--- config.mk ---
export PLATFORM = sky130hd
export DESIGN_NAME = terminal_command_handler
export DESIGN_NICKNAME = d
export VERILOG_FILES = /design/src/rtl/terminal_command_handler.sv
export SDC_FILE = /design/constraint.sdc
export NUM_CORES = 1
export LEC_CHECK = 0
export BUFFER_PORTS_ARGS = -buffer_cell sky130_fd_sc_hd__buf_2
export CORE_MARGIN = 8
export CORE_UTILIZATION = 40
export DETAILED_ROUTE_END_ITERATION = 8
export PLACE_DENSITY = 0.67
export SYNTH_ARGS = -nofsm -noshare
export SYNTH_HDL_FRONTEND = slang
export SYNTH_SLANG_ARGS = --single-unit
--- constraint.sdc ---
create_clock -name clk -period 4.9 [get_ports clk]
set_input_delay 0.49 -clock clk [delete_from_list [all_inputs] [get_ports clk]]
set_output_delay 0.49 -clock clk [all_outputs]
set_load 0.01 [all_outputs]
--- src/rtl/terminal_command_handler.sv ---
// Host byte-stream interpreter for the text terminal: printable chars, CR/LF/BS, VT52 ESC set,
// scroll offset and one-cell-per-cycle clears. Optional TERMINAL_AUTOWRAP_EN wraps at column 63.
module terminal_command_handler #(
    parameter int COL_BITS = 6,
    parameter int ROW_BITS = 4,
    parameter logic [7:0] BLANK_CHAR = 8'h20
) (
    input  logic                         clk,
    input  logic                         clr,
    input  logic [7:0]                   data_in,
    input  logic                         data_valid,
    output logic                         data_ready,
    output logic [COL_BITS+ROW_BITS-1:0] buffer_waddr,
    output logic [7:0]                   buffer_din,
    output logic                         buffer_wen,
    output logic [COL_BITS-1:0]          new_cursor_x,
    output logic [ROW_BITS-1:0]          new_cursor_y,
    output logic                         write_cursor_pos,
    output logic [ROW_BITS-1:0]          first_row,
    output logic [2:0]                   fsm_state
);

    typedef enum logic [2:0] {IDLE, ESC, ESCY_ROW, ESCY_COL, CLEAR} state_t;

    localparam logic [COL_BITS-1:0] MAX_X  = {COL_BITS{1'b1}};
    localparam logic [ROW_BITS-1:0] MAX_Y  = {ROW_BITS{1'b1}};
    localparam logic [7:0]          MAX_X8 = 8'(MAX_X);
    localparam logic [7:0]          MAX_Y8 = 8'(MAX_Y);

    state_t                         state, state_n;
    logic [COL_BITS-1:0]            cur_x, cur_x_n;
    logic [ROW_BITS-1:0]            cur_y, cur_y_n;
    logic [ROW_BITS-1:0]            fr, fr_n;
    logic [ROW_BITS-1:0]            clr_row, clr_row_n, end_row, end_row_n;
    logic [COL_BITS-1:0]            clr_col, clr_col_n;
    logic [7:0]                     esc_row, esc_row_n;
    logic [7:0]                     esc_col;
    logic                           chw, chw_n;
    logic [COL_BITS+ROW_BITS-1:0]   chw_addr, chw_addr_n;
    logic [7:0]                     chw_data, chw_data_n;
    logic                           wcp;
    logic                           accept, do_lf, clear_we;

    // Handshake: a byte transfers on any cycle where data_valid and data_ready are both high;
    // the source holds data_valid while data_ready is low.
    assign data_ready = (state != CLEAR);
    assign accept     = data_valid && data_ready;

    always_comb begin
        state_n    = state;
        cur_x_n    = cur_x;
        cur_y_n    = cur_y;
        fr_n       = fr;
        clr_row_n  = clr_row;
        clr_col_n  = clr_col;
        end_row_n  = end_row;
        esc_row_n  = esc_row;
        chw_n      = 1'b0;
        chw_addr_n = chw_addr;
        chw_data_n = chw_data;
        do_lf      = 1'b0;
        clear_we   = 1'b0;
        esc_col    = data_in - 8'h20;
        case (state)
            IDLE: begin
                if (accept) begin
                    if (data_in >= 8'h20 && data_in <= 8'h7E) begin
                        chw_n      = 1'b1;
                        chw_addr_n = {cur_y + fr, cur_x};
                        chw_data_n = data_in;
                        if (cur_x != MAX_X) begin
                            cur_x_n = cur_x + 1'b1;
                        end else begin
`ifdef TERMINAL_AUTOWRAP_EN
                            cur_x_n = '0;
                            do_lf   = 1'b1;
`endif
                        end
                    end else if (data_in == 8'h0D) begin
                        cur_x_n = '0;
                    end else if (data_in == 8'h0A) begin
                        do_lf = 1'b1;
                    end else if (data_in == 8'h08) begin
                        if (cur_x != '0) cur_x_n = cur_x - 1'b1;
                    end else if (data_in == 8'h1B) begin
                        state_n = ESC;
                    end
                    // LF at the bottom row scrolls: the new logical row 15 is the old top row.
                    if (do_lf) begin
                        if (cur_y != MAX_Y) begin
                            cur_y_n = cur_y + 1'b1;
                        end else begin
                            fr_n      = fr + 1'b1;
                            state_n   = CLEAR;
                            clr_row_n = MAX_Y;
                            clr_col_n = '0;
                            end_row_n = MAX_Y;
                        end
                    end
                end
            end
            ESC: begin
                if (accept) begin
                    state_n = IDLE;
                    case (data_in)
                        8'h41: if (cur_y != '0) cur_y_n = cur_y - 1'b1;
                        8'h42: if (cur_y != MAX_Y) cur_y_n = cur_y + 1'b1;
                        8'h43: if (cur_x != MAX_X) cur_x_n = cur_x + 1'b1;
                        8'h44: if (cur_x != '0) cur_x_n = cur_x - 1'b1;
                        8'h48: begin
                            cur_x_n = '0;
                            cur_y_n = '0;
                        end
                        8'h4A, 8'h4B: begin
                            state_n   = CLEAR;
                            clr_row_n = cur_y;
                            clr_col_n = cur_x;
                            end_row_n = (data_in == 8'h4A) ? MAX_Y : cur_y;
                        end
                        8'h59:   state_n = ESCY_ROW;
                        default: state_n = IDLE;
                    endcase
                end
            end
            ESCY_ROW: begin
                if (accept) begin
                    esc_row_n = data_in - 8'h20;
                    state_n   = ESCY_COL;
                end
            end
            ESCY_COL: begin
                if (accept) begin
                    if (esc_row <= MAX_Y8) cur_y_n = esc_row[ROW_BITS-1:0];
                    if (esc_col <= MAX_X8) cur_x_n = esc_col[COL_BITS-1:0];
                    state_n = IDLE;
                end
            end
            CLEAR: begin
                // A wrapped char write still pending takes the port first; the clear waits one cycle.
                if (!chw) begin
                    clear_we = 1'b1;
                    if (clr_col == MAX_X && clr_row == end_row) begin
                        state_n = IDLE;
                    end else if (clr_col == MAX_X) begin
                        clr_col_n = '0;
                        clr_row_n = clr_row + 1'b1;
                    end else begin
                        clr_col_n = clr_col + 1'b1;
                    end
                end
            end
            default: state_n = IDLE;
        endcase
    end

    always_ff @(posedge clk) begin
        if (clr) begin
            state    <= IDLE;
            cur_x    <= '0;
            cur_y    <= '0;
            fr       <= '0;
            clr_row  <= '0;
            clr_col  <= '0;
            end_row  <= '0;
            esc_row  <= '0;
            chw      <= 1'b0;
            chw_addr <= '0;
            chw_data <= '0;
            wcp      <= 1'b0;
        end else begin
            state    <= state_n;
            cur_x    <= cur_x_n;
            cur_y    <= cur_y_n;
            fr       <= fr_n;
            clr_row  <= clr_row_n;
            clr_col  <= clr_col_n;
            end_row  <= end_row_n;
            esc_row  <= esc_row_n;
            chw      <= chw_n;
            chw_addr <= chw_addr_n;
            chw_data <= chw_data_n;
            wcp      <= (cur_x_n != cur_x) || (cur_y_n != cur_y);
        end
    end

    assign buffer_wen       = chw || clear_we;
    assign buffer_waddr     = chw ? chw_addr : (clear_we ? {clr_row + fr, clr_col} : '0);
    assign buffer_din       = chw ? chw_data : (clear_we ? BLANK_CHAR : 8'h00);
    assign new_cursor_x     = cur_x;
    assign new_cursor_y     = cur_y;
    assign write_cursor_pos = wcp;
    assign first_row        = fr;
    assign fsm_state        = state;

endmodule
Word level (Yosys, flattened, before mapping)
Index checks and enable logic that the tools add are counted.
{ "op_classes": {"add_sub_neg": 10, "mux": 70, "shift": 0, "reduce_logical": 19, "n_div": 0, "eq_ne": 34, "n_bitwise": 3, "n_mul": 0, "magnitude_cmp": 4} }
{ "ops": {"columns": ["operator", "count"], "rows": [
  ["6-bit two-way mux", 19],
  ["4-bit two-way mux", 18],
  ["8-bit by 7-bit == test with 1-bit output, second input constant", 8],
  ["6-bit one-hot mux with 3 select lines", 3],
  ["3-bit two-way mux", 13],
  ["4-bit one-hot mux with 3 select lines", 3],
  ["8-bit by 4-bit == test with 1-bit output, second input constant", 3],
  ["10-bit two-way mux", 2],
  ["2-bit inequality test, second input constant", 10],
  ["3-bit one-hot mux with 5 select lines", 1],
  ["4-bit by 1-bit adder with 4-bit output, second input constant", 3],
  ["6-bit by 1-bit adder with 6-bit output, second input constant", 2],
  ["6-bit AND reduction", 2],
  ["9-bit AND reduction", 1],
  ["4-bit adder", 2],
  ["8-bit by 5-bit == test with 1-bit output, second input constant", 1],
  ["8-bit by 6-bit greater-or-equal comparator with 1-bit output, second input constant", 1],
  ["8-bit by 4-bit less-or-equal comparator with 1-bit output, second input constant", 1],
  ["8-bit by 6-bit less-or-equal comparator with 1-bit output, second input constant", 1],
  ["8-bit by 7-bit less-or-equal comparator with 1-bit output, second input constant", 1],
  ["1-bit two-way mux", 8],
  ["8-bit two-way mux", 1],
  ["4-bit one-hot mux with 2 select lines", 1],
  ["8-bit AND reduction", 1],
  ["28 further kinds", 34]
]} }
{ "totals": {"ramBits": 0, "reg_bits": 59, "inputBits": 11, "latch_bits": 0, "out_inout_bits": 38, "rom_bits": 0, "mem_count": 0, "elab_cells": 152} }

Logic depth before layout (Yosys ltp)
Gate-level depths: netlist of the first run.
{ "logic_depth": {"ltp_word": 11, "ltp_mapped": 12, "mapped_depth_nobuf": 10} }

Worst setup path before layout of the first run
No wires, ideal clock.
{ "synth_timing": {"path_kind": "reg2reg", "from": "register cur_x[0] (netlist: new_cursor_x[0])", "to": "register wcp (netlist: write_cursor_pos)", "n_path_buf": 1, "t_arrival_ns": 2.554, "synth_period_minus_slack_ns": 2.693, "required_time_ns": 4.761, "slack_ns": 2.207, "setup_time_ns": 0.139, "stages_incl_launch_ff": 12, "cell_sequence": "dfxtp_1 -> clkbuf_1 -> inv_1 -> ha_1 -> nand2b_1 -> o41ai_1 -> a2bb2oi_1 -> nor2_1 -> a2111oi_2 -> mux2i_1 -> nor4_1 -> a41oi_1"} }
{ "synth_between": {"elab_chain_cells": 10, "elab_cells_between_ends": 18, "classes_between": "2 x add/sub; 2 x eq/ne; 12 x mux; 2 x reduce/logical"} }
{ "synth_rtl": {"columns": ["element", "line", "source"], "rows": [
  ["start: declaration", "31", "logic [COL_BITS-1:0] cur_x, cur_x_n;"],
  ["start signal: assignment", "172", "cur_x <= cur_x_n;"],
  ["6-bit by 1-bit subtractor with 6-bit output or 6-bit nonzero test (tied branches)", "84, 109", null],
  ["6-bit two-way mux", "84, 109", null],
  ["6-bit two-way mux", "83", "end else if (data_in == 8'h08) begin"],
  ["6-bit two-way mux", "81", "end else if (data_in == 8'h0A) begin"],
  ["6-bit two-way mux", "79", "end else if (data_in == 8'h0D) begin"],
  ["6-bit two-way mux", "67", "if (data_in >= 8'h20 && data_in <= 8'h7E) begin"],
  ["6-bit two-way mux", "66", "if (accept) begin"],
  ["6-bit one-hot mux with 3 select lines", "64", "case (state)"],
  ["6-bit inequality test (*)", "182", "wcp <= (cur_x_n != cur_x) || (cur_y_n != cur_y);"],
  ["1-bit logical OR (*)", "182", null],
  ["end signal: assignment", "182", null],
  ["end: declaration", "41", "logic wcp;"]
]} }
Mark *: on every way between the ends. The rest lies on a longest branch, timed or not.
A chain may end at the register's enable or synchronous reset.

Worst setup path after layout of the first run
{ "layout_timing": {"from": "register state[1] (netlist: fsm_state[1])", "to": "register wcp (netlist: write_cursor_pos)"} }
{ "layout_between": {"elab_chain_cells": 6, "elab_cells_between_ends": 16, "classes_between": "5 x eq/ne; 8 x mux; 3 x reduce/logical"} }
{ "layout_rtl": {"columns": ["element", "line", "source"], "rows": [
  ["start: declaration", "30", "state_t state, state_n;"],
  ["start signal: assignment", "171", "state <= state_n;"],
  ["3-bit inequality test", "46", "assign data_ready = (state != CLEAR);"],
  ["1-bit logical AND", "47", "assign accept = data_valid && data_ready;"],
  ["6-bit two-way mux (tied with other cells)", "132", "if (accept) begin"],
  ["6-bit one-hot mux with 3 select lines or 4-bit one-hot mux with 3 select lines (tied branches)", "64", null],
  ["6-bit inequality test or 4-bit inequality test (tied branches)", "182", null],
  ["1-bit logical OR (*)", "182", null]
]} }
Marked as above.

==> results of run 1 <==
## cells in the mapped netlist, drive strengths merged, types with 5 or more instances
master	n
dfxtp	59
nand3	20
and3	11
nor2	64
buf	13
inv	20
nand4	6
a31oi	14
a211oi	21
nand2	75
and2	14
xor2	7
xnor2	15
o31ai	8
a21oi	45
nor3	16
ha	16
nor4	7
mux2i	18
a22oi	6
or3	5
clkbuf	42
o21ai	28
nand2b	13
## power by group
part	internal, mW	switching [mW]	total [mW]	leakage, nW
clock	0.495	0.234	0.729	0.165
sequential	0.487	0.0125	0.499	0.477
combinational	0.0380	0.0798	0.118	1.32
total	1.02	0.326	1.35	1.96
## stage by stage
step	util	setup slack (ps)	instance area (um^2)	hold WS [ps]	total power [mW]
floorplan	-	2210	4730	427	0.591
global placement	0.432	1620	4950	440	0.624
detailed placement	0.432	1560	4950	445	0.626
CTS	0.461	1630	5290	451	1.36
global route	0.461	1400	5290	469	1.39
finish	0.461	1620	5290	447	1.35
## final cells by class
| class | count | area, um^2 |
|---|---|---|
| repair buffers | 53 | 278 |
| clock buffers | 9 | 225 |
| flip-flops and latches | 59 | 1180 |
| multi-input cells | 497 | 3240 |
| well taps | 143 | 179 |
| inverters | 20 | 75.1 |
| clock inverters | 7 | 116 |
| fillers | 1172 | 6180 |
## worst max-delay path by stage
stage                        to             from  slack, ps
2_1_floorplan  write_cursor_pos  new_cursor_x[0]       2210
3_3_place_gp   write_cursor_pos       data_valid       1620
3_5_place_dp   write_cursor_pos       data_valid       1560
4_1_cts        write_cursor_pos     fsm_state[1]       1630
5_1_grt        write_cursor_pos  new_cursor_x[0]       1400
6_report       write_cursor_pos     fsm_state[1]       1620
## routing by layer
| layer | up-vias | part of all wire | track usage |
|---|---|---|---|
| met5 | - | 0 | 0 |
| met4 | 0 | 0.021 | 0.0730 |
| met3 | 26 | 0.066 | 0.0383 |
| met2 | 181 | 0.46 | 0.299 |
| met1 | 2338 | 0.45 | 0.250 |
| li1 | 2317 | - | - |
## kinds of logic after synthesis
logic type | count (synthesis)
buf+inv | 75
xor+xnor | 22
mux | 22
fa+ha+maj | 18
flops | 59
compound gates | 177
simple gates | 258
## cell usage in the layout, fill, tap and decap left out, types with 4 or more instances in the layout
cell,instances
nand2_1,75
nor2_1,63
dfxtp_1,59
buf_2,48
a21oi_1,44
o21ai_0,28
a211oi_1,21
nand3_1,20
inv_1,19
mux2i_1,18
ha_1,16
xnor2_1,15
and2_1,14
a31oi_1,14
nand2b_1,13
nor3_1,12
and3_1,11
clkbuf_16,9
xor2_1,7
o31ai_1,7
nand4_1,6
nor4_1,6
a22oi_1,6
or3_1,5
buf_4,5
nor3_2,4
o211ai_1,4
nor2b_1,4
a311oi_1,4
## flip-flops by register name, summed over array words and instances (netlist names)
register and count:
new_cursor_x 6, clr_col 6, chw_data 8, new_cursor_y 4, first_row 4, fsm_state 3
chw_addr 10, end_row 4, write_cursor_pos 1, chw 1, esc_row 8, clr_row 4
## worst min-delay path: cells and delay by family (launching register included)
kind	cells	cell delay, ps
AO/OA/AOI/OAI	1	50
flip-flops	1	300
AND/OR/NAND/NOR	1	50
==> reports/qor.txt, run 1 <==
main combinational cell family by area after synthesis - simple AND/OR/NAND/NOR gates
asr flop ratio synth - 0
pin count of the biggest net entering global routing - 60
placed cells - 772
Final Non-Filler Cells - 788
# IOs - 49
Max-slew headroom - 0.250
hold path cells - 2
Clock Pin Slew Worst Setup and Hold Paths - 60 ps
clock buffer count from CTS - 9
CTS tree - done
number of setup violations in the final report - 0
Net Count, Synth - 660
clk_lat worst skew - 330 ps
worst reg2reg path depth - 10
die width - 125 um
Initial Util - 0.412
RSZ-0062 raised after global routing - no
area share of the largest cell type after synthesis - 0.250
R2R Path End - write_cursor_pos
vias in the first global route - 4710
Clock Path Buffers - 2
Yosys cell types - 78
PostCTS Resize Cnt - 0
die area - 15600 um^2
GPL Wtd Cong - 0.962
Post-synth EDFFs - 0
hold buffer count at cts - 0
max incr delay on CP - 730 ps
Global Route Usage Sum - 0.190
Peak VDD IR - 0.155 mV
f_max - 0.305 GHz
area leader, netlist - dfxtp_1
share of cells above drive strength 1 - 0.149
router iterations before antenna repair - 5
final-stage net count - 669
Setup Total Neg Slack - 0 ps
Post-Syn Area - 4730 um^2
Area contributors post-synth - dfxtp_1 25%, nand2_1 6.0%, nor2_1 5.0%
Post-Synth Adder-Cell Area - 0.0508
Inserted Diodes - 0
Rows - 39
Mapped Cells - 631
Core Footprint - 11500 um^2
final hold viol count - 0
initial antenna violation count - 0
Hold Path Sink - chw_addr[3]
first-pass GRT wire length - 24.7 mm
Via density - 6.17
post-DP HPWL - 10.8 mm
power density cells - 254 nW/um^2
worst path cell trace - nor3b_2 -> buf_4 -> inv_2 -> and4_1 -> mux2i_1 -> nor2_1 -> a2111oi_2 -> mux2i_1 -> nor4_1 -> a41oi_1
WP data arrival - 3430 ps
R2R Path Start - fsm_state[1]
1st-iter DRT viols - 422
Post CTS Setup Buffer Count - 0
warnings from Yosys - 0
delay-heaviest family, CP - simple AND/OR/NAND/NOR gates
clk root buf - clkbuf_16
number of max-cap violations - 0
remaining antenna violation count - 0
worst hold path class - reg2reg
Critical Path Sink Type - flip-flop
Worst Tran Pin Value - 1120 ps
worst hold start - chw_addr[3]
CP bufs+invs - 2
slowest cell on the critical path - dfxtp_1
Compound-Gate Fraction of Synth Area - 0.263
Area growth syn-to-layout - 11.9%
CTS H-tree depth - 3
crit-path most repeated cell - mux2i_1
Vias - 4862
DRC viols - 0
critical path depth - 10
Seq/Total Area, Yosys - 0.250
Final Slew Violations - 0
Yosys reg bits - 59
Die H - 125 um
fraction of synthesized area in multiplexers - 0.0476
CP max FO - 18
XOR/XNOR Fraction of Synth Area - 0.0408
WP data required - 5050 ps
crit path kind - reg2reg
Port Buf Inserts - 48
Startpoint Class - flip-flop
Avg WL per Cell - 19.3 um
total clock sinks - 59
outcome - completed
min Tclk post-route - 3280 ps
clk_skew - 8.11 ps
WL final - 15.2 mm
ys flop type - dfxtp_1
R2R setup slack - 1620 ps
Leak - 1.96 nW
Synth Area in Simple Gates - 0.282
Avg Inst Size Synth - 7.49 um^2
fin crit share - 0.669
grt ovf - 0
Note: power is estimated with default switching activity, not from simulation.
==> run 2: changes to the inputs <==
- clock period: 4.9 -> 3.2 ns (I/O delays scaled with it)
==> reports/qor.txt, run 2 (synthesis results as in run 1) <==
outcome - completed
worst hold path class - in2reg
router iterations before antenna repair - 5 (unchanged)
Max-slew headroom - 0.213 (-0.0375)
Global Route Usage Sum - 0.196 (+0.00540)
PnR worst setup slack - 429 ps (-1190 ps)
clk root buf - clkbuf_16
crit path kind - reg2reg
CP max FO - 14 (-4)
hold buffer count at cts - 0 (unchanged)
GPL Wtd Cong - 0.986 (+2.5%)
fin crit share - 0.866 (+0.197)
Reg area - 1180 um^2 (unchanged)
final hold viol count - 0 (unchanged)
# IOs - 49 (unchanged)
Port Buf Inserts - 48 (unchanged)
clock buffer count from CTS - 9 (unchanged)
clk_lat worst skew - 340 ps (about the same)
grt ovf - 0 (unchanged)
pre-CTS WS - 330 ps (-1230 ps)
min Tclk post-route - 2770 ps (-509 ps)
CTS tree - done
delay-heaviest family, CP - simple AND/OR/NAND/NOR gates
CP bufs+invs - 0 (-2)
first-pass GRT wire length - 25.0 mm (+1.4%)
WL final - 15.6 mm (+2.8%)
power density cells - 385 nW/um^2 (+51%)
Startpoint Class - flip-flop
total clock sinks - 59 (unchanged)
pin count of the biggest net entering global routing - 60 (unchanged)
Final Slew Violations - 0 (unchanged)
Clock Path Buffers - 2 (unchanged)
Overall Power - 2.12 mW (+57%)
f_max - 0.361 GHz (+18%)
vias in the first global route - 4653 (-1.2%)
initial antenna violation count - 0 (unchanged)
slowest cell on the critical path - or4_1
most common cell after layout, fill and taps aside - nand2_1
Core Footprint - 11500 um^2 (unchanged)
Top reg by flops - chw_addr
Peak VDD IR - 0.194 mV (+25%)
die width - 125 um (unchanged)
DRC viols - 0 (unchanged)
Via density - 6.19 (+0.37%)
Critical Path Sink Type - flip-flop
Setup Total Neg Slack - 0 ps (unchanged)
Worst Tran Pin Value - 1180 ps (+56.3 ps)
worst path cell trace - or4_1 -> nor4_1 -> mux2i_1 -> nor3_2 -> o31ai_1 -> a211oi_1 -> a311oi_1 -> a41oi_1
Die H - 125 um (unchanged)
PostCTS Resize Cnt - 0 (unchanged)
Leak - 2.10 nW (+6.9%)
WP data required - 3360 ps (-1690 ps)
Clock Pin Slew Worst Setup and Hold Paths - 60 ps (about the same)
Post CTS Setup Buffer Count - 0 (unchanged)
CTS H-tree depth - 3 (unchanged)
Vias - 5035 (+3.6%)
Multi-input gate area - 3240 um^2 (unchanged)
RSZ-0062 raised after global routing - no
Initial Util - 0.412 (unchanged)
Avg WL per Cell - 19.2 um (-0.39%)
share of cells above drive strength 1 - 0.181 (+0.0318)
Rows - 39 (unchanged)
number of setup violations in the final report - 0 (unchanged)
top flop regs - chw_addr: 10 flops, chw_data: 8 flops, esc_row: 8 flops
remaining antenna violation count - 0 (unchanged)
die area - 15600 um^2 (unchanged)
Area growth syn-to-layout - 16.1%
max incr delay on CP - 630 ps (-100 ps)
1st-iter DRT viols - 497 (+18%)
Inserted Diodes - 0 (unchanged)
highest-count cells in the layout ignoring fill and taps - 75 x nand2_1, 63 x nor2_1, 59 x dfxtp_1
number of fill cells - 1119 (-4.5%)
number of max-cap violations - 0 (unchanged)
final-stage net count - 694 (+3.7%)
clk_skew - 7.81 ps (-0.308 ps)
number of flip-flops in the largest register - 10 (unchanged)
post-DP HPWL - 11.5 mm (+6.0%)
WP data arrival - 2930 ps (-500 ps)
Core Util, Final - 0.479 (+0.0172)
Hold Slack - 336 ps (-111 ps)
==> run 2: stage by stage <==
stage / instance area, um^2 / std cells
2_1_floorplan: 4730 / 631
3_3_place_gp: 5140 / 797
3_5_place_dp: 5140 / 797
4_1_cts: 5490 / 813
5_1_grt: 5490 / 813
6_report: 5490 / 813
==> run 2: layout make-up <==
type | instances | area share
flip-flops and latches | 59 | 0.215
inverters | 20 | 0.0137
well taps | 143 | 0.0326
multi-input cells | 497 | 0.590
clock buffers | 10 | 0.0435
clock inverters | 6 | 0.0205
repair buffers | 78 | 0.0848
==> run 2: metal layers <==
metal / global-route usage / vias to the layer above / share of wire
li1: - / 2367 / -
met1: 0.247 / 2406 / 0.44
met2: 0.310 / 207 / 0.45
met3: 0.0353 / 55 / 0.064
met4: 0.103 / 0 / 0.043
met5: 0 / - / 0
==> run 2: worst reg2reg max path: stages (launching register included) <==
cell and delay (ps):
dfxtp_1 470, or4_1 640, nor4_1 330, mux2i_1 280, nor3_2 90, o31ai_1 300, a211oi_1 120, a311oi_1 230
a41oi_1 130
==> run 2: worst paths after layout <==
path | cells after the start | slack (ps) | to | from
max reg2reg | 8 | 430 | write_cursor_pos | new_cursor_x[2]
min | 3 | 340 | chw_data[6] | data_in[6]
min reg2reg | 2 | 450 | chw_addr[4] | chw_addr[4]
max | 8 | 430 | write_cursor_pos | new_cursor_x[2]
==> run 2: where the power goes <==
group,total (mW),switching (mW),internal (mW)
logic,0.200,0.135,0.0650
clock network,1.16,0.375,0.783
registers,0.758,0.0123,0.745
==> run 3: changes to the inputs <==
- ABC_AREA: unset -> 1
==> reports/qor.txt, run 3 <==
outcome - completed
Post-synth EDFFs - 0 (unchanged)
asr flop ratio synth - 0 (unchanged)
PostCTS Resize Cnt - 0 (unchanged)
WP data arrival - 3040 ps (+110 ps)
number of flip-flops in the largest register - 10 (unchanged)
Clock Pin Slew Worst Setup and Hold Paths - 60 ps (about the same)
Area growth syn-to-layout - 13.0%
WP data required - 3420 ps (+60 ps)
initial antenna violation count - 0 (unchanged)
most common cell after layout, fill and taps aside - nand2_1
clk_skew - 4.95 ps (-2.85 ps)
CP max FO - 9 (-5)
highest-count cells in the layout ignoring fill and taps - 192 x nand2_1, 78 x inv_1, 75 x nand3_1
die width - 124 um (-0.39%)
area share of the largest cell type after synthesis - 0.252 (+0.00227)
fin crit share - 0.881 (+0.0149)
# IOs - 49 (unchanged)
R2R Path End - write_cursor_pos
final hold viol count - 0 (unchanged)
area leader, netlist - dfxtp_1
min Tclk post-route - 2820 ps (+47.6 ps)
Rows - 39 (unchanged)
first-pass GRT wire length - 24.2 mm (-3.5%)
crit path kind - reg2reg
most frequent cell after synthesis - nand2_1
final-stage net count - 834 (+20%)
clk_lat worst skew - 330 ps (about the same)
Inserted Diodes - 0 (unchanged)
die area - 15400 um^2 (-0.78%)
Die H - 124 um (-0.39%)
Area contributors post-synth - dfxtp_1 25%, nand2_1 15%, nand3_1 8.0%
top flop regs - chw_addr: 10 flops, chw_data: 8 flops, esc_row: 8 flops
Clock Path Buffers - 2 (unchanged)
WL final - 14.9 mm (-4.7%)
Top reg by flops - chw_addr
R2R setup slack - 380 ps (-50 ps)
Setup Total Neg Slack - 0 ps (unchanged)
grt ovf - 0 (unchanged)
Post-Syn Area - 4680 um^2 (-0.90%)
post-DP HPWL - 11.0 mm (-4.0%)
f_max - 0.355 GHz (-1.7%)
Worst Tran Pin Value - 1020 ps (-159 ps)
clk root buf - clkbuf_16
worst hold path class - in2reg
Port Buf Inserts - 48 (unchanged)
ys flop type - dfxtp_1
worst hold start - data_in[4]
clock buffer count from CTS - 9 (unchanged)
hold path cells - 3 (unchanged)
Post CTS Setup Buffer Count - 0 (unchanged)
Yosys reg bits - 59 (unchanged)
Max-slew headroom - 0.318 (+0.105)
Net Count, Synth - 795 (+20%)
Initial Util - 0.410 (-0.00196)
number of fill cells - 1229 (+9.8%)
vias in the first global route - 4704 (+1.1%)
Leak - 2.52 nW (+20%)
Avg Inst Size Synth - 6.12 um^2 (-18%)
Mapped Cells - 766 (+21%)
Global Route Usage Sum - 0.186 (-0.00988)
Yosys cell types - 41 (-47%)
RSZ-0062 raised after global routing - no
Hold Slack - 325 ps (-11.1 ps)
Startpoint Class - flip-flop
R2R Path Start - new_cursor_y[1]
Via density - 5.45 (-12%)
remaining antenna violation count - 0 (unchanged)
Commonest cells post-synth - 192 x nand2_1, 78 x inv_1, 75 x nand3_1
share of cells above drive strength 1 - 0.148 (-0.0324)
Peak VDD IR - 0.223 mV (+15%)
CTS tree - done
number of max-cap violations - 0 (unchanged)
DRC viols - 0 (unchanged)
pin count of the biggest net entering global routing - 36 (-40%)
Critical Path Sink Type - flip-flop
number of setup violations in the final report - 0 (unchanged)
1st-iter DRT viols - 568 (+14%)
Final Slew Violations - 0 (unchanged)
CTS H-tree depth - 3 (unchanged)
GPL Wtd Cong - 0.959 (-2.7%)
CP Launch Point - new_cursor_y[1]
total clock sinks - 59 (unchanged)
hold buffer count at cts - 0 (unchanged)
power density cells - 365 nW/um^2 (-5.4%)
Seq/Total Area, Yosys - 0.252 (+0.00227)
Core Footprint - 11400 um^2 (-0.42%)
Avg WL per Cell - 15.6 um (-19%)
router iterations before antenna repair - 6 (+1)
Vias - 5195 (+3.2%)
worst reg2reg path depth - 15 (+7)
warnings from Yosys - 0 (unchanged)
Hold Path Sink - esc_row[4]
run 3: cell types whose count changed in the layout (fill, tap and decap cells not counted), sizes merged, moves of 18 or more:
cell,previous run,this run
nand2,75,199
inv,20,97
nand3,20,77
o21ai,28,57
nor2,64,90
buf,78,53
mux2i,18,0
run 3: metrics by stage:
| step | total power, mW | cells | utilization | worst slack, ps | area, um^2 |
|---|---|---|---|---|---|
| 2_1_floorplan | 0.969 | 766 | - | 1030 | 4680 |
| 3_3_place_gp | 1.05 | 937 | 0.440 | 460 | 5020 |
| 3_5_place_dp | 1.05 | 937 | 0.440 | 491 | 5020 |
| 4_1_cts | 1.94 | 953 | 0.464 | 464 | 5290 |
| 5_1_grt | 2.00 | 953 | 0.464 | 207 | 5290 |
| 6_report | 1.93 | 953 | 0.464 | 381 | 5290 |
run 3: cell type report:
| class | instances | area [um^2] | area share |
|---|---|---|---|
| well taps | 143 | 179 | 0.0338 |
| clock inverters | 6 | 42.5 | 0.00804 |
| multi-input cells | 583 | 3010 | 0.568 |
| inverters | 99 | 377 | 0.0712 |
| repair buffers | 53 | 278 | 0.0525 |
| flip-flops and latches | 59 | 1180 | 0.223 |
| clock buffers | 10 | 229 | 0.0433 |
run 3: critical path: stages (launching register included):
cell and delay [ps]:
dfxtp_1 520, clkinv_1 370, ha_1 360, or2_2 280, o21ai_0 180, nand2_1 70, nand2_1 60, nand2_1 40
nand2_1 60, nand2_1 60, nand4_1 90, nand3_1 90, nor2_1 280, nand3_1 130, nand2_1 80, inv_1 50
run 3: power by group:
group | internal (mW) | switching, mW | total (mW)
Clock | 0.523 | 0.368 | 0.891
Sequential | 0.758 | 0.0201 | 0.778
Combinational | 0.0786 | 0.182 | 0.260
run 3: cell families after synthesis:
family / synth area share
XOR/XNOR: 0.0299
adder cells (fa/ha/maj): 0.0513
buffers and inverters: 0.106
AO/OA/AOI/OAI: 0.165
flip-flops: 0.252
AND/OR/NAND/NOR: 0.395
run 3: worst max-delay path by stage:
stage                                  end  depth (start not counted)
after global routing      write_cursor_pos                         15
after floorplan           write_cursor_pos                         16
after global placement    write_cursor_pos                         17
final                     write_cursor_pos                         15
after CTS                 write_cursor_pos                         15
after detailed placement  write_cursor_pos                         15
run 3: routing by layer:
metal  track usage  share of wire
met5             0              0
met4        0.0801          0.028
met3        0.0366          0.077
met2         0.285           0.45
met1         0.246           0.45
